[src/rtl/ifetch.sv]
// rtl/ifetch.sv - instruction fetch unit with credit-limited requests, tag queue and output buffer
module ifetch #(
    parameter int unsigned XLEN     = 64,
    parameter logic [63:0] RESETVEC = 64'h0000_0000_8000_0000,
    parameter int unsigned DEPTH    = 2
) (
    input  logic            clk,
    input  logic            reset,
    input  logic            redirect_valid,
    input  logic [XLEN-1:0] redirect_pc,
    output logic            imem_req_valid,
    input  logic            imem_req_ready,
    output logic [XLEN-1:0] imem_req_addr,
    input  logic            imem_rsp_valid,
    input  logic [31:0]     imem_rsp_data,
    output logic            out_valid,
    input  logic            out_ready,
    output logic [XLEN-1:0] out_pc,
    output logic [31:0]     out_instr
);

    // Pointer width for the DEPTH-entry circular buffers; counters are 3 bits to hold 0..4.
    localparam int unsigned PW = (DEPTH == 4) ? 2 : 1;

    generate
        if (!(XLEN == 32 || XLEN == 64)) begin : g_bad_xlen
            $fatal(1, "ifetch: XLEN must be 32 or 64");
        end
        if (!(DEPTH == 2 || DEPTH == 4)) begin : g_bad_depth
            $fatal(1, "ifetch: DEPTH must be 2 or 4");
        end
    endgenerate

    localparam logic [XLEN-1:0] RESET_PC = {RESETVEC[XLEN-1:2], 2'b00};

    // Architectural fetch state.
    logic [XLEN-1:0] pc_q, pc_d;
    logic [2:0]      inflight_q, inflight_d;
    logic [2:0]      drop_q, drop_d;

    // Tag queue: PCs of outstanding requests, oldest at tag_rd_q.
    logic [XLEN-1:0] tag_mem [DEPTH];
    logic [PW-1:0]   tag_rd_q, tag_rd_d;
    logic [PW-1:0]   tag_wr_q, tag_wr_d;

    // Output buffer of fetched {pc, instr} pairs.
    logic [XLEN-1:0] fifo_pc    [DEPTH];
    logic [31:0]     fifo_instr [DEPTH];
    logic [PW-1:0]   fifo_rd_q, fifo_rd_d;
    logic [PW-1:0]   fifo_wr_q, fifo_wr_d;
    logic [2:0]      fifo_cnt_q, fifo_cnt_d;

    logic credit_ok;
    logic req_fire;
    logic rsp_fire;
    logic push;
    logic pop;

    // Low address bits of a redirect target are forced to zero, so they are never read.
    logic unused_redirect_lsbs;
    assign unused_redirect_lsbs = ^redirect_pc[1:0];

    // Handshake decode: a request slot exists only while outstanding plus buffered stays below DEPTH.
    always_comb begin
        credit_ok      = ({1'b0, inflight_q} + {1'b0, fifo_cnt_q}) < 4'(DEPTH);
        imem_req_valid = !reset && !redirect_valid && credit_ok;
        req_fire       = imem_req_valid && imem_req_ready;
        rsp_fire       = !reset && imem_rsp_valid && (inflight_q != 3'd0);
        push           = rsp_fire && !redirect_valid && (drop_q == 3'd0);
        out_valid      = !reset && !redirect_valid && (fifo_cnt_q != 3'd0);
        pop            = out_valid && out_ready;
        imem_req_addr  = pc_q;
        out_pc         = fifo_pc[fifo_rd_q];
        out_instr      = fifo_instr[fifo_rd_q];
    end

    // Next-state: redirect resets the PC and buffer and turns every response still owed into a drop.
    always_comb begin
        pc_d       = pc_q;
        inflight_d = inflight_q + {2'b00, req_fire} - {2'b00, rsp_fire};
        drop_d     = drop_q;
        tag_wr_d   = req_fire ? tag_wr_q + PW'(1) : tag_wr_q;
        tag_rd_d   = rsp_fire ? tag_rd_q + PW'(1) : tag_rd_q;
        fifo_rd_d  = pop  ? fifo_rd_q + PW'(1) : fifo_rd_q;
        fifo_wr_d  = push ? fifo_wr_q + PW'(1) : fifo_wr_q;
        fifo_cnt_d = fifo_cnt_q + {2'b00, push} - {2'b00, pop};

        if (redirect_valid) begin
            pc_d       = {redirect_pc[XLEN-1:2], 2'b00};
            drop_d     = inflight_q - {2'b00, rsp_fire};
            fifo_rd_d  = '0;
            fifo_wr_d  = '0;
            fifo_cnt_d = 3'd0;
        end else begin
            if (req_fire) begin
                pc_d = pc_q + XLEN'(4);
            end
            if (rsp_fire && drop_q != 3'd0) begin
                drop_d = drop_q - 3'd1;
            end
        end
    end

    // State register; reset abandons everything outstanding.
    always_ff @(posedge clk) begin
        if (reset) begin
            pc_q       <= RESET_PC;
            inflight_q <= 3'd0;
            drop_q     <= 3'd0;
            tag_rd_q   <= '0;
            tag_wr_q   <= '0;
            fifo_rd_q  <= '0;
            fifo_wr_q  <= '0;
            fifo_cnt_q <= 3'd0;
        end else begin
            pc_q       <= pc_d;
            inflight_q <= inflight_d;
            drop_q     <= drop_d;
            tag_rd_q   <= tag_rd_d;
            tag_wr_q   <= tag_wr_d;
            fifo_rd_q  <= fifo_rd_d;
            fifo_wr_q  <= fifo_wr_d;
            fifo_cnt_q <= fifo_cnt_d;
        end
    end

    // Storage arrays: no reset needed, occupancy is tracked by the pointers above.
    always_ff @(posedge clk) begin
        if (req_fire) begin
            tag_mem[tag_wr_q] <= pc_q;
        end
        if (push) begin
            fifo_pc[fifo_wr_q]    <= tag_mem[tag_rd_q];
            fifo_instr[fifo_wr_q] <= imem_rsp_data;
        end
    end

    a_rsp_without_request: assert property (@(posedge clk) disable iff (reset)
        !(imem_rsp_valid && inflight_q == 3'd0));

    a_push_into_full: assert property (@(posedge clk) disable iff (reset)
        !(push && fifo_cnt_q == 3'(DEPTH)));

endmodule

[config.mk]
export PLATFORM = sky130hd
export DESIGN_NAME = ifetch
export DESIGN_NICKNAME = d
export VERILOG_FILES = /design/src/rtl/ifetch.sv
export SDC_FILE = /design/constraint.sdc
export NUM_CORES = 1
export LEC_CHECK = 0
export CAP_MARGIN = 10
export CELL_PAD_IN_SITES_DETAIL_PLACEMENT = 1
export CELL_PAD_IN_SITES_GLOBAL_PLACEMENT = 1
export CORE_ASPECT_RATIO = 0.7
export CORE_UTILIZATION = 52
export DETAILED_ROUTE_END_ITERATION = 7
export DONT_BUFFER_PORTS = 1
export PLACE_DENSITY = 0.84
export SYNTH_ARGS = -nofsm -noshare
export SYNTH_HDL_FRONTEND = slang
export SYNTH_SLANG_ARGS = --single-unit
[constraint.sdc]
create_clock -name clk -period 8 [get_ports clk]
set_input_delay 1.2 -clock clk [delete_from_list [all_inputs] [get_ports clk]]
set_output_delay 1.2 -clock clk [all_outputs]
set_load 0.01 [all_outputs]
# Word-level counts from Yosys, hierarchy flattened
# Memories as Yosys holds them, arrays and structs flattened. A register that Yosys moved wholly into a read port is not among the register bits.
# Cells that the tools add are included.
# totals
regBits,77
latchBits,0
ramBits,320
mem_bits_ro,0
out_inout_bits,162
mem_count,3
# classes
n_addsub,12
n_mul,0
n_div,0
n_lt_le_gt_ge,1
eq_ne,0
shifts,0
n_mux,14
bitwise,0
reduce_logical,19
# memory_table
name,words,width,read_ports,rd_clocked_by_memory_dff,wr,line_no,text
fifo_pc,2,64,1,1,1,47,logic [XLEN-1:0] fifo_pc [DEPTH];
tag_mem,2,64,1,1,1,42,logic [XLEN-1:0] tag_mem [DEPTH];
fifo_instr,2,32,1,1,1,48,logic [31:0] fifo_instr [DEPTH];
# op_table
op,count
64-bit 2-to-1 mux,2
"64-bit by 3-bit adder with 64-bit output, second input constant",1
1-bit logical AND,10
1-bit 2-to-1 mux,10
3-bit nonzero test,3
3-bit by 1-bit subtractor with 3-bit output,3
3-bit by 1-bit adder with 3-bit output,2
3-bit 2-to-1 mux,2
"1-bit adder, second input constant",4
3-bit by 3-bit adder with 4-bit output,1
"4-bit by 2-bit less-than comparator with 1-bit output, second input constant",1
2-bit nonzero test,2
3-bit zero test,1
"3-bit by 1-bit subtractor with 3-bit output, second input constant",1
1-bit zero test,2
2-bit OR reduction,1

# Logic depth before layout (Yosys ltp)
# depth
depth_word,7
ltp_mapped,15

# Least setup slack after synthesis
# OpenSTA, ideal clock, no wires.
# synth_path
kind,in2reg
startpoint,in reset
endpoint,mem fifo_instr[0][0] (enable)
setup_time_ns,0.547
arrival_time_ns,6.172
required_ns,7.453
setup_slack_ns,1.281
path_stages,5
n_path_buf,1
cell_sequence,clkbuf_1 or3b_2 nor3_1 inv_1 nor2_1
# synth_between
elab_chain_len,7
# synth_rtl
item,line_no,text
from (decl),8,"input logic reset,"
1-bit zero test,68,rsp_fire = !reset && imem_rsp_valid && (inflight_q != 3'd0);
1-bit logical AND (2 in series),68,
1-bit logical AND (2 in series),69,push = rsp_fire && !redirect_valid && (drop_q == 3'd0);
1-bit 2-to-1 mux,132,if (push) begin
1-bit 2-to-1 mux (implied by the code),134,fifo_instr[fifo_wr_q] <= imem_rsp_data;
to (decl),48,
# No other way between the ends.

# Worst setup path after layout
# layout_path
startpoint,reg fifo_cnt_q[1]
endpoint,mem tag_mem[0][54] (enable)
# layout_between
elab_chain_len,6
# layout_rtl
item,line_no,text
from (decl),51,"logic [2:0] fifo_cnt_q, fifo_cnt_d;"
from (signal assigned),123,fifo_cnt_q <= fifo_cnt_d;
3-bit by 3-bit adder with 4-bit output,65,"credit_ok = ({1'b0, inflight_q} + {1'b0, fifo_cnt_q}) < 4'(DEPTH);"
4-bit by 2-bit less-than comparator with 1-bit output,65,
1-bit logical AND,66,imem_req_valid = !reset && !redirect_valid && credit_ok;
1-bit logical AND,67,req_fire = imem_req_valid && imem_req_ready;
1-bit 2-to-1 mux,129,if (req_fire) begin
1-bit 2-to-1 mux (implied by the code),130,tag_mem[tag_wr_q] <= pc_q;
to (decl),42,
# No other way between the ends.

==> results.sh <==
export IMPL_register_area_um2=10900
export IMPL_period_needed_ps=5040
export IMPL_die_height_um=148
export IMPL_clock_tree_from_tritoncts="yes"
export IMPL_grt_pass1_vias=9951
export IMPL_synth_area_per_cell_um2=14.6
export IMPL_ant_nets=0
export IMPL_max_stage_delay_ps=910
export IMPL_ys_async_sr_fraction_pct=0
export IMPL_critical_path_arrival_ps=5200
export IMPL_grt_setup_unrepaired="no"
export IMPL_timing_fmax_ghz=0.199
export IMPL_hold_violations=0
export IMPL_seq_pwr_share_pct=51.9
export IMPL_numCtsBuffers=38
export IMPL_antenna_violations_before_repair=7
export IMPL_area_delta_synth_final_pct=11.1
export IMPL_startpoint_type="flip-flop"
export IMPL_instances_no_fill=1539
export IMPL_min_path_type="reg2reg"
export IMPL_slew_limit_headroom_pct=25.3
export IMPL_ys_top_cells_by_count="edfxtp_1, mux2_2, dfxtp_1, nor2_1, nand2_1"
export IMPL_drc_errors=0
export IMPL_synth_cells=1092
export IMPL_design_final_nets=1207
export IMPL_total_instance_count_after_detailed_placement=1463
export IMPL_drtIter0Drc=675
export IMPL_worst_path_most_repeated_cell="buf_4"
export IMPL_vdd_ir_drop_worst_mv=0.157
export IMPL_maximum_fanout_along_the_worst_path=51
export IMPL_routed_wirelength_um=41300
export IMPL_cts_hold_buffers_added=0
export IMPL_hpwlAfterDp_um=27300
export IMPL_fp_coreArea_um2=30000
export IMPL_status="completed"
export IMPL_cts_clk_slew_worst_paths_ps=60
export IMPL_io_buffer_count=0
export IMPL_gr_usage_all_layers_pct=26.5
export IMPL_dieWidth_um=211
export IMPL_drt_first_pass_iters=5
export IMPL_tightestPinTransition_ps=1120
export IMPL_setup_total_negative_slack_ps=0
export IMPL_place_area_um2=16300
export IMPL_synthTopCellsByArea="edfxtp_1, mux2_2, dfxtp_1"
export IMPL_slew_viol_final=0
export IMPL_critical_path_required_ps=8160
export IMPL_fraction_of_layout_instances_using_a_drive_strength_above_1_pct=21.9
export IMPL_worstPathCellList="inv_1, fa_1, or4b_1, a211o_1, nor2_8, inv_2, buf_4, nor2_4, buf_4"
export IMPL_grt_remaining_overflow=0
export IMPL_cts_max_level=2
export IMPL_setup_ws_ps=2960
export IMPL_grt_start_max_net_pins=75
export IMPL_floorplan_initialDensity_pct=52.9
export IMPL_timing_final_crit_share_pct=62.9
export IMPL_postSynthRegisterBits=389
export IMPL_cts_sinks=389
export IMPL_setup_violations=0
export IMPL_combined_area_of_the_multi_input_logic_cells_um2=4710
export IMPL_cell_internal_pwr_mw=3.60
export IMPL_dieArea_um2=31300
export IMPL_io_pins=264
export IMPL_yosysTopAreaCellShare_pct=59.0
export IMPL_ys_seq_area_share_pct=68.7
export IMPL_synth_most_common_cell="edfxtp_1"
export IMPL_swShare_pct=23.0
export IMPL_worst_path_dominant_cell_family="simple AND/OR/NAND/NOR gates"
export IMPL_grt_first_pass_wirelength_um=61600
export IMPL_timing_worst_setup_path_type="reg2reg"
export IMPL_dpl_worst_slack_ps=2650
export IMPL_worst_setup_path_end_kind="flip-flop"
export IMPL_synth_edf_count=312
export IMPL_globalplace_congestion=0.842
export IMPL_worst_skew_pair_late_latency_ps=540
export IMPL_layout_filler_cells=2821
export IMPL_critPathBufInv=4
export IMPL_vias=9461
export IMPL_route_detailed_wl_per_inst_um=26.9
export IMPL_cts_resized=0
export IMPL_worst_clock_skew_ps=14.8
export IMPL_reported_leakage_power_nw=5.64
export IMPL_share_comb_of_total_power_pct=7.4
export IMPL_fin_util_pct=58.8
export IMPL_ys_flop_type="edfxtp_1"
export IMPL_std_cell_rows=53
export IMPL_clockRootBuffer="clkbuf_16"
export IMPL_largest_area_contributor_in_the_synthesized_netlist="edfxtp_1"
export IMPL_layout_cell_area_non_filler_um2=17700
export IMPL_p_per_area_nw_per_um2=265
export IMPL_average_vias_per_placed_instance=6.15
export IMPL_max_cap_violations=0
export IMPL_yosys_warnings=0
export IMPL_p_sw_mw=1.08
export IMPL_synth_lib_cells_used_distinct=61
export IMPL_cts_setup_buffers=0
export IMPL_post_synth_instance_area_um2=15900
export IMPL_timing_critical_path_slowest_stage_cell="nor2_4"
export IMPL_clock_path_buffers=3
export IMPL_share_clk_of_total_power_pct=40.7
-- flip-flops by register name (all words and copies together) (netlist names), named ones only --
register / flops
tag_wr_q: 1
inflight_q: 3
fifo_wr_q: 1
fifo_rd_q: 1
fifo_instr: 64
drop_q: 3
fifo_cnt_q: 3
tag_mem: 124
tag_rd_q: 1
imem_req_addr: 62
fifo_pc: 124
-- layout make-up --
| cell class | count | share of cell area, % |
|---|---|---|
| inverter | 22 | 0.468 |
| sequential | 389 | 61.8 |
| multi-input combinational | 631 | 26.7 |
| clock inverter | 16 | 1.18 |
| timing repair buffer | 9 | 0.383 |
| clock buffer | 53 | 6.41 |
| tap | 412 | 2.92 |
| antenna | 7 | 0.0992 |
-- worst paths after layout --
kind / end / start / slack [ps] / depth (start not counted)
setup / recovery: tag_mem[0][54] / fifo_cnt_q[1] / 2960 / 9
hold / removal: tag_rd_q / tag_rd_q / 540 / 2
setup reg to reg: tag_mem[0][54] / fifo_cnt_q[1] / 2960 / 9
hold reg to reg: tag_rd_q / tag_rd_q / 540 / 2
-- per-stage QoR --
step	total power [mW]	hold WS (ps)
after detailed placement	2.82	524
final	4.68	537
after floorplan	2.70	481
after CTS	4.72	546
after global routing	4.82	579
after global placement	2.78	493
-- metal layers --
layer  share of wire [%]  vias up  global-route usage (%)
met1                  43     4854                    35.7
met5               0.031        -                       0
met2                  47      320                    41.6
li1                    -     4195                       -
met3                 7.4       90                    6.93
met4                 2.9        2                    9.46
-- power groups by stage --
stage          logic (mW)  registers, mW  clock network [mW]
2_1_floorplan       0.292           2.41                   0
6_report            0.345           2.43                1.91
4_1_cts             0.349           2.43                1.94
5_1_grt             0.377           2.44                2.00
3_3_place_gp        0.323           2.46                   0
3_5_place_dp        0.346           2.47                   0
-- worst register-to-register path, stage by stage, from the launching register on --
cell,delay [ps]
dfxtp_1,420
inv_1,130
fa_1,510
or4b_1,430
a211o_1,370
nor2_8,460
inv_2,360
buf_4,410
nor2_4,920
buf_4,600
-- logic make-up (layout without fill, tap and decap cells) --
kind of cell / count (synthesis) / in the layout / share of synthesized area [%]
simple gates: 279 / 279 / 9.09
xor+xnor: 29 / 29 / 1.60
other cells: 1 / 11 / 0.0236
compound gates: 141 / 141 / 5.88
flops: 389 / 389 / 68.7
mux: 164 / 164 / 11.6
buf+inv: 75 / 100 / 1.91
fa+ha+maj: 14 / 14 / 1.24
-- cell usage in the layout (no fill, tap or decap), types with 25 or more instances in the layout --
master and instances:
nor2_1 62, mux2_2 160, nor3_1 29, nand2_1 56, nand3_1 33, edfxtp_1 312, nand4_1 25, xnor2_1 25
clkbuf_16 41, a21oi_1 34, dfxtp_1 75
(Power assumes the default switching activity.)
